`src/rtl/pc_pkg.sv`:
```
// Shared types and default sizing for the program-counter sequencer.
package pc_pkg;

    localparam int DEF_WIDTH        = 16;
    localparam int DEF_OFFSET_WIDTH = 9;
    localparam int DEF_DEPTH        = 8;

    // Next-PC source, one per priority level of the sequencer.
    typedef enum logic [2:0] {
        SEL_HOLD,
        SEL_RESET,
        SEL_RETURN,
        SEL_CALL,
        SEL_LOAD,
        SEL_OFFSET,
        SEL_INC
    } pc_sel_t;

endpackage

```
`src/rtl/return_stack.sv`:
```
// LIFO of return addresses. The write pointer is the entry count; the
// caller is responsible for never pushing when full or popping when empty.
module return_stack
    import pc_pkg::*;
#(
    parameter  int WIDTH = DEF_WIDTH,
    parameter  int DEPTH = DEF_DEPTH,
    localparam int AW    = $clog2(DEPTH),
    localparam int CW    = $clog2(DEPTH) + 1
) (
    input  logic             Clock,
    input  logic             Reset,
    input  logic             push,
    input  logic             pop,
    input  logic [WIDTH-1:0] push_data,
    output logic [WIDTH-1:0] top_data,
    output logic [CW-1:0]    count,
    output logic             full,
    output logic             empty
);

    logic [WIDTH-1:0] mem [DEPTH];
    logic [AW-1:0]    wr_idx;
    logic [AW-1:0]    rd_idx;

    // When empty the read index wraps to DEPTH-1; the value is unused then.
    assign wr_idx   = count[AW-1:0];
    assign rd_idx   = AW'(count - CW'(1));
    assign top_data = mem[rd_idx];
    assign full     = (count == CW'(DEPTH));
    assign empty    = (count == '0);

    // Entry count: push and pop are mutually exclusive upstream.
    always_ff @(posedge Clock) begin
        if (Reset)
            count <= '0;
        else if (push)
            count <= count + CW'(1);
        else if (pop)
            count <= count - CW'(1);
    end

    // Storage has no reset; contents past count are don't-care.
    always_ff @(posedge Clock) begin
        if (!Reset && push)
            mem[wr_idx] <= push_data;
    end

endmodule

```
`src/rtl/pc_call_stack.sv`:
```
// Program counter with reset/stall/return/call/load/branch/increment
// priority and a hardware return-address stack.
module pc_call_stack
    import pc_pkg::*;
#(
    parameter  int WIDTH        = DEF_WIDTH,
    parameter  int OFFSET_WIDTH = DEF_OFFSET_WIDTH,
    parameter  int DEPTH        = DEF_DEPTH,
    localparam int CW           = $clog2(DEPTH) + 1
) (
    input  logic                           Clock,
    input  logic                           Reset,
    input  logic                           Stall,
    input  logic [WIDTH-1:0]               LoadValue,
    input  logic                           LoadEnable,
    input  logic signed [OFFSET_WIDTH-1:0] Offset,
    input  logic                           OffsetEnable,
    input  logic                           Call,
    input  logic                           Return,
    output logic [WIDTH-1:0]               CounterValue,
    output logic [CW-1:0]                  StackCount,
    output logic                           StackFull,
    output logic                           StackEmpty,
    output logic                           Overflow,
    output logic                           Underflow
);

    pc_sel_t          sel;
    logic [WIDTH-1:0] pc_inc;
    logic [WIDTH-1:0] pc_branch;
    logic [WIDTH-1:0] pc_next;
    logic [WIDTH-1:0] top_data;
    logic             push;
    logic             pop;

    // Sized cast of a signed operand sign-extends; sums wrap modulo 2^WIDTH.
    assign pc_inc    = CounterValue + WIDTH'(1);
    assign pc_branch = CounterValue + WIDTH'(Offset);

    // Only real pushes/pops reach the stack; full/empty attempts just flag.
    assign push = (sel == SEL_CALL)   && !StackFull;
    assign pop  = (sel == SEL_RETURN) && !StackEmpty;

    // Priority decoder for the next-PC source.
    always_comb begin
        sel = SEL_INC;
        if (Reset)             sel = SEL_RESET;
        else if (Stall)        sel = SEL_HOLD;
        else if (Return)       sel = SEL_RETURN;
        else if (Call)         sel = SEL_CALL;
        else if (LoadEnable)   sel = SEL_LOAD;
        else if (OffsetEnable) sel = SEL_OFFSET;
    end

    // Next-PC mux; an empty-stack return falls through to increment.
    always_comb begin
        pc_next = pc_inc;
        case (sel)
            SEL_HOLD:   pc_next = CounterValue;
            SEL_RESET:  pc_next = '0;
            SEL_RETURN: pc_next = StackEmpty ? pc_inc : top_data;
            SEL_CALL:   pc_next = LoadValue;
            SEL_LOAD:   pc_next = LoadValue;
            SEL_OFFSET: pc_next = pc_branch;
            default:    pc_next = pc_inc;
        endcase
    end

    // PC register.
    always_ff @(posedge Clock) begin
        CounterValue <= pc_next;
    end

    // Sticky error flags, cleared only by reset.
    always_ff @(posedge Clock) begin
        if (Reset) begin
            Overflow  <= 1'b0;
            Underflow <= 1'b0;
        end else begin
            if (sel == SEL_CALL && StackFull)
                Overflow <= 1'b1;
            if (sel == SEL_RETURN && StackEmpty)
                Underflow <= 1'b1;
        end
    end

    return_stack #(
        .WIDTH (WIDTH),
        .DEPTH (DEPTH)
    ) u_stack (
        .Clock     (Clock),
        .Reset     (Reset),
        .push      (push),
        .pop       (pop),
        .push_data (pc_inc),
        .top_data  (top_data),
        .count     (StackCount),
        .full      (StackFull),
        .empty     (StackEmpty)
    );

endmodule
```
`config.mk`:
```
export PLATFORM = sky130hd
export DESIGN_NAME = pc_call_stack
export DESIGN_NICKNAME = d
export VERILOG_FILES = /design/src/rtl/pc_pkg.sv /design/src/rtl/return_stack.sv /design/src/rtl/pc_call_stack.sv
export SDC_FILE = /design/constraint.sdc
export NUM_CORES = 1
export LEC_CHECK = 0
export ABC_AREA = 1
export BUFFER_PORTS_ARGS = -buffer_cell sky130_fd_sc_hd__buf_2
export CORE_MARGIN = 3
export CORE_UTILIZATION = 65
export DETAILED_ROUTE_END_ITERATION = 16
export HOLD_SLACK_MARGIN = 0.12
export PLACE_DENSITY = 0.85
export SETUP_SLACK_MARGIN = 0.5
export SYNTH_ARGS = -nofsm -noshare
export SYNTH_HDL_FRONTEND = slang
export SYNTH_SLANG_ARGS = --single-unit
```
`constraint.sdc`:
```
create_clock -name Clock -period 7.6 [get_ports Clock]
set_clock_uncertainty 0.2 [all_clocks]
set_input_delay 0.38 -clock Clock [delete_from_list [all_inputs] [get_ports Clock]]
set_output_delay 0.38 -clock Clock [all_outputs]
set_load 0.02 [all_outputs]
```
==> results.md <==
- The startpoint of the most critical register-to-register path is u_stack.count[0].
- The routed design has 20.12 mm of wire.
- When the netlist entered floorplanning its net count stood at 923.
- Counting the buffers created by CTS gives 17.
- The type of the worst min-delay path is in2reg.
- The maximum net fanout on the critical path is 71.
- The overall die area is 0.01358 mm^2.
- In the final timing run, aggregate negative setup slack is 0 ns.
- Of the total power, the clock network draws 31.9%.
- In this run the number of H-tree levels came out at 4.
- After detailed routing, the number of remaining DRC violations is 0.
- The average cell area after synthesis is 9.106 um^2.
- The via count of the first global-routing pass is 5964.
- The sequential cells in the finished layout cover a total of 0.004446 mm^2.
- The number of top-level pins is 56.
- The power per cell area is 305.0 mW/mm^2.
- Leaving out filler cells and counting taps, the final layout contains 1093.
- The clock passes through at most 2 buffers.
- The static leakage power is 3.795 nW.
- The chip height is 116.5 um.
- Counting every instance in the synthesized netlist gives 872.
- The detail route stage leaves a number of antenna-violating nets equal to 0.
- Dividing the detail-routed via count by the number of cells gives 5.980.
- At the end of the flow the core is filled with cells to 77.47%.
- The violation count after the first detailed-routing iteration is 996.
- In this run the worst setup path begins at u_stack.count[0].
- The wire-length estimate of the detail-placed layout is 12.75 mm.
- Combinational logic is responsible for 30.3% of the overall power.
- The number of antenna diodes in the final layout is 0.
- The power spent charging and discharging nets is 955.5 uW.
- Data arrives at the worst endpoint at 4.15 ns.
- After floorplanning, the core was divided into 39 placement rows.
- VDD sags by at most 0.0002054 V.
- The initial core utilization is 68.08%.
- The detailed router placed 6536 vias in this run.
- The synthesized area is 0.007940 mm^2.
- The number of fillers in the final layout is 746.
- The clock net in this run drives a total of 150 sinks.
- From synthesis to final layout, the design area changed by 13.79%.
- Setup violations remaining at the end of the flow were counted as 0.
- The residual overflow from global routing is 0.
- The initial antenna violation count was 0.
- The largest net degree at the start of global routing is 72.
- The total count of hold-check failures in the final report is 0.
- The kind of launch point of the worst setup path is a flop.
- The flow ran to the end, and the final reports show no timing, DRC or antenna violations.
- The remaining max-slew budget at the tightest pin is 22.24%.
- At the end of routability-driven placement, the weighted congestion stood at 0.9572.
- The fraction of the yosys area taken by sequential cells is 55.97%.
- In this run the most critical hold path is launched from LoadValue[9].
- After clock tree synthesis, the clock-pin slew on the worst setup and hold paths is 0.06 ns.
- The total power consumption of the routed design is 2.756 mW.
- The first global-routing pass estimated 30.83 mm of wire.
- At the pin with the least slew margin, the transition time is 1.161 ns.
- The worst path required time is 7.68 ns.
- In the final layout, the multi-input gates occupy 0.003012 mm^2.
- The count of warnings emitted by yosys is 0.
- Cells with a size suffix above 1 make up 14.11% of the layout.
- The share of the cycle needed by the critical path after routing is 53.50%.
- Across every metal layer, demand over resource in global routing totals 30.34%.
- The internal power of the cells totals 1.800 mW.
- After synthesis the netlist holds a flip-flop and latch count of 150.
- The final number of max-transition violations came to 0.
- Clock latency on the worst-skew pair, taken at its later pin, is 0.42 ns.
- The placed cell area is 0.008323 mm^2.
- The category of the most critical setup path is reg2reg.
- The TritonCTS clock tree is built.
- The count of unique library cells instantiated by Yosys is 38.
- Net switching is 34.67% of the power.
- The tool flagged a number of max-cap violations equal to 0.
- The master cell of the clock root buffer is clkbuf_16.
- The maximum achievable frequency is 0.2459 GHz.
- The post-cts gate resize count is 0.
- The sequential power share is 37.8%.
- In this run the standard cell core region covers 0.01166 mm^2.
- The number of buffers inserted by port buffering is 55.
- Setup repair after global routing left no endpoint under its margin.
- The first-pass detailed-route iteration total is 5.
- The die width is 116.5 um.
- The final standard cell area without fillers is 0.009035 mm^2.
- The most common library cell in the layout ignoring fill and taps is nand2_1.
- In the layout the commonest cells are 202 x nand2_1, 149 x nor2_1, 144 x edfxtp_1.
- In the final design database the tool counted 988 nets.
- The detailed-route wire length per cell is 18.41 um.
- The clock period minus worst slack is 4.066 ns.
- The worst setup path is captured at a flop.
- The total placed cells including tap cells is 1051.
## worst paths after layout
kind / end / slack [ns] / depth (start not counted)
setup / recovery: CounterValue[10] / 3.53 / 10
hold / removal: CounterValue[9] / 0.14 / 5
setup reg to reg: CounterValue[10] / 3.53 / 10
hold reg to reg: Underflow / 0.26 / 2
## synth_stat cells
library cell	count	area share, %
edfxtp_1	144	54
buf_8	1	0.19
xor2_1	6	0.66
or2_2	8	0.63
nand2_1	202	9.5
nand3b_1	3	0.28
nor2_2	3	0.24
inv_1	85	4.0
or2_0	12	0.95
fa_1	1	0.25
nor2_1	149	7.0
inv_2	5	0.24
nand4_2	1	0.16
nand4_1	14	1.1
nand2_2	4	0.32
nand3_2	2	0.25
nand3_1	76	4.8
buf_4	5	0.47
clkbuf_1	12	0.57
dfxtp_1	6	1.5
o211ai_2	8	1.3
xnor2_2	1	0.20
o211ai_1	8	0.76
buf_6	2	0.28
nand3b_4	1	0.25
a31oi_1	1	0.079
buf_2	8	0.50
a21oi_1	19	1.2
o21bai_1	2	0.19
nor3_1	8	0.50
o22ai_1	1	0.079
o21ai_1	4	0.25
o21ai_0	45	2.8
nor2_4	2	0.28
nor2_8	2	0.50
xnor2_1	2	0.22
ha_1	18	2.8
inv_4	1	0.079
## sequential cells by signal (all words and copies together), names as in the netlist
signal and flops:
u_stack.mem 128, u_stack.count 4, CounterValue 16, Underflow 1, Overflow 1
## stage by stage
stage	hold WS [ns]	worst slack [ns]
2_1_floorplan	0.2491	4.158
3_3_place_gp	0.2349	3.672
3_5_place_dp	0.2593	3.600
4_1_cts	0.1366	3.594
5_1_grt	0.1616	3.270
6_report	0.1444	3.534
## metal layers
layer	vias to the layer above	wire, um	global-route usage (%)
met3	34	2033	8.290
met5	-	0	0
li1	3051	-	-
met2	376	9729	48.13
met4	0	445	10.75
met1	3075	7913	40.62
## cells by family (layout without fill, tap and decap cells)
family | count (synthesis) | in the layout | synth area share, %
AO/OA/AOI/OAI | 88 | 88 | 6.650
XOR/XNOR | 9 | 9 | 1.087
adder cells (fa/ha/maj) | 19 | 19 | 3.089
buffers and inverters | 119 | 197 | 6.351
flip-flops | 150 | 150 | 55.97
AND/OR/NAND/NOR | 487 | 487 | 26.85
## power by group through the flow
stage | combinational, mW | clock, mW | sequential, mW
global placement | 0.782 | 0 | 1.06
global route | 0.921 | 0.916 | 1.04
CTS | 0.824 | 0.881 | 1.04
floorplan | 0.586 | 0 | 1.08
finish | 0.836 | 0.879 | 1.04
detailed placement | 0.811 | 0 | 1.06
## critical path: stages (launching register included)
cell and delay, ns:
dfxtp_2 0.31, buf_4 0.53, inv_2 0.63, ha_1 0.48
xnor2_2 0.89, inv_4 0.32, nand3_1 0.19, nand3_1 0.10
nand2_1 0.09, nor2_1 0.04, nand3_1 0.07
## area by class of cell
type,count,share of cell area (%)
Clock buffer,20,4.833
Inverter,91,3.808
Clock inverter,12,1.939
Multi-Input combinational cell,603,33.33
Tap cell,143,1.980
Timing Repair Buffer,74,4.902
Sequential cell,150,49.20
## what timing repair did
| item | in CTS | in global routing |
|---|---|---|
| setup buffers | 0 | 0 |
| hold buffers | 10 | 0 |
| endpoints found under the hold margin | 13 | 0 |
Note: power is estimated with default switching activity, not from simulation.
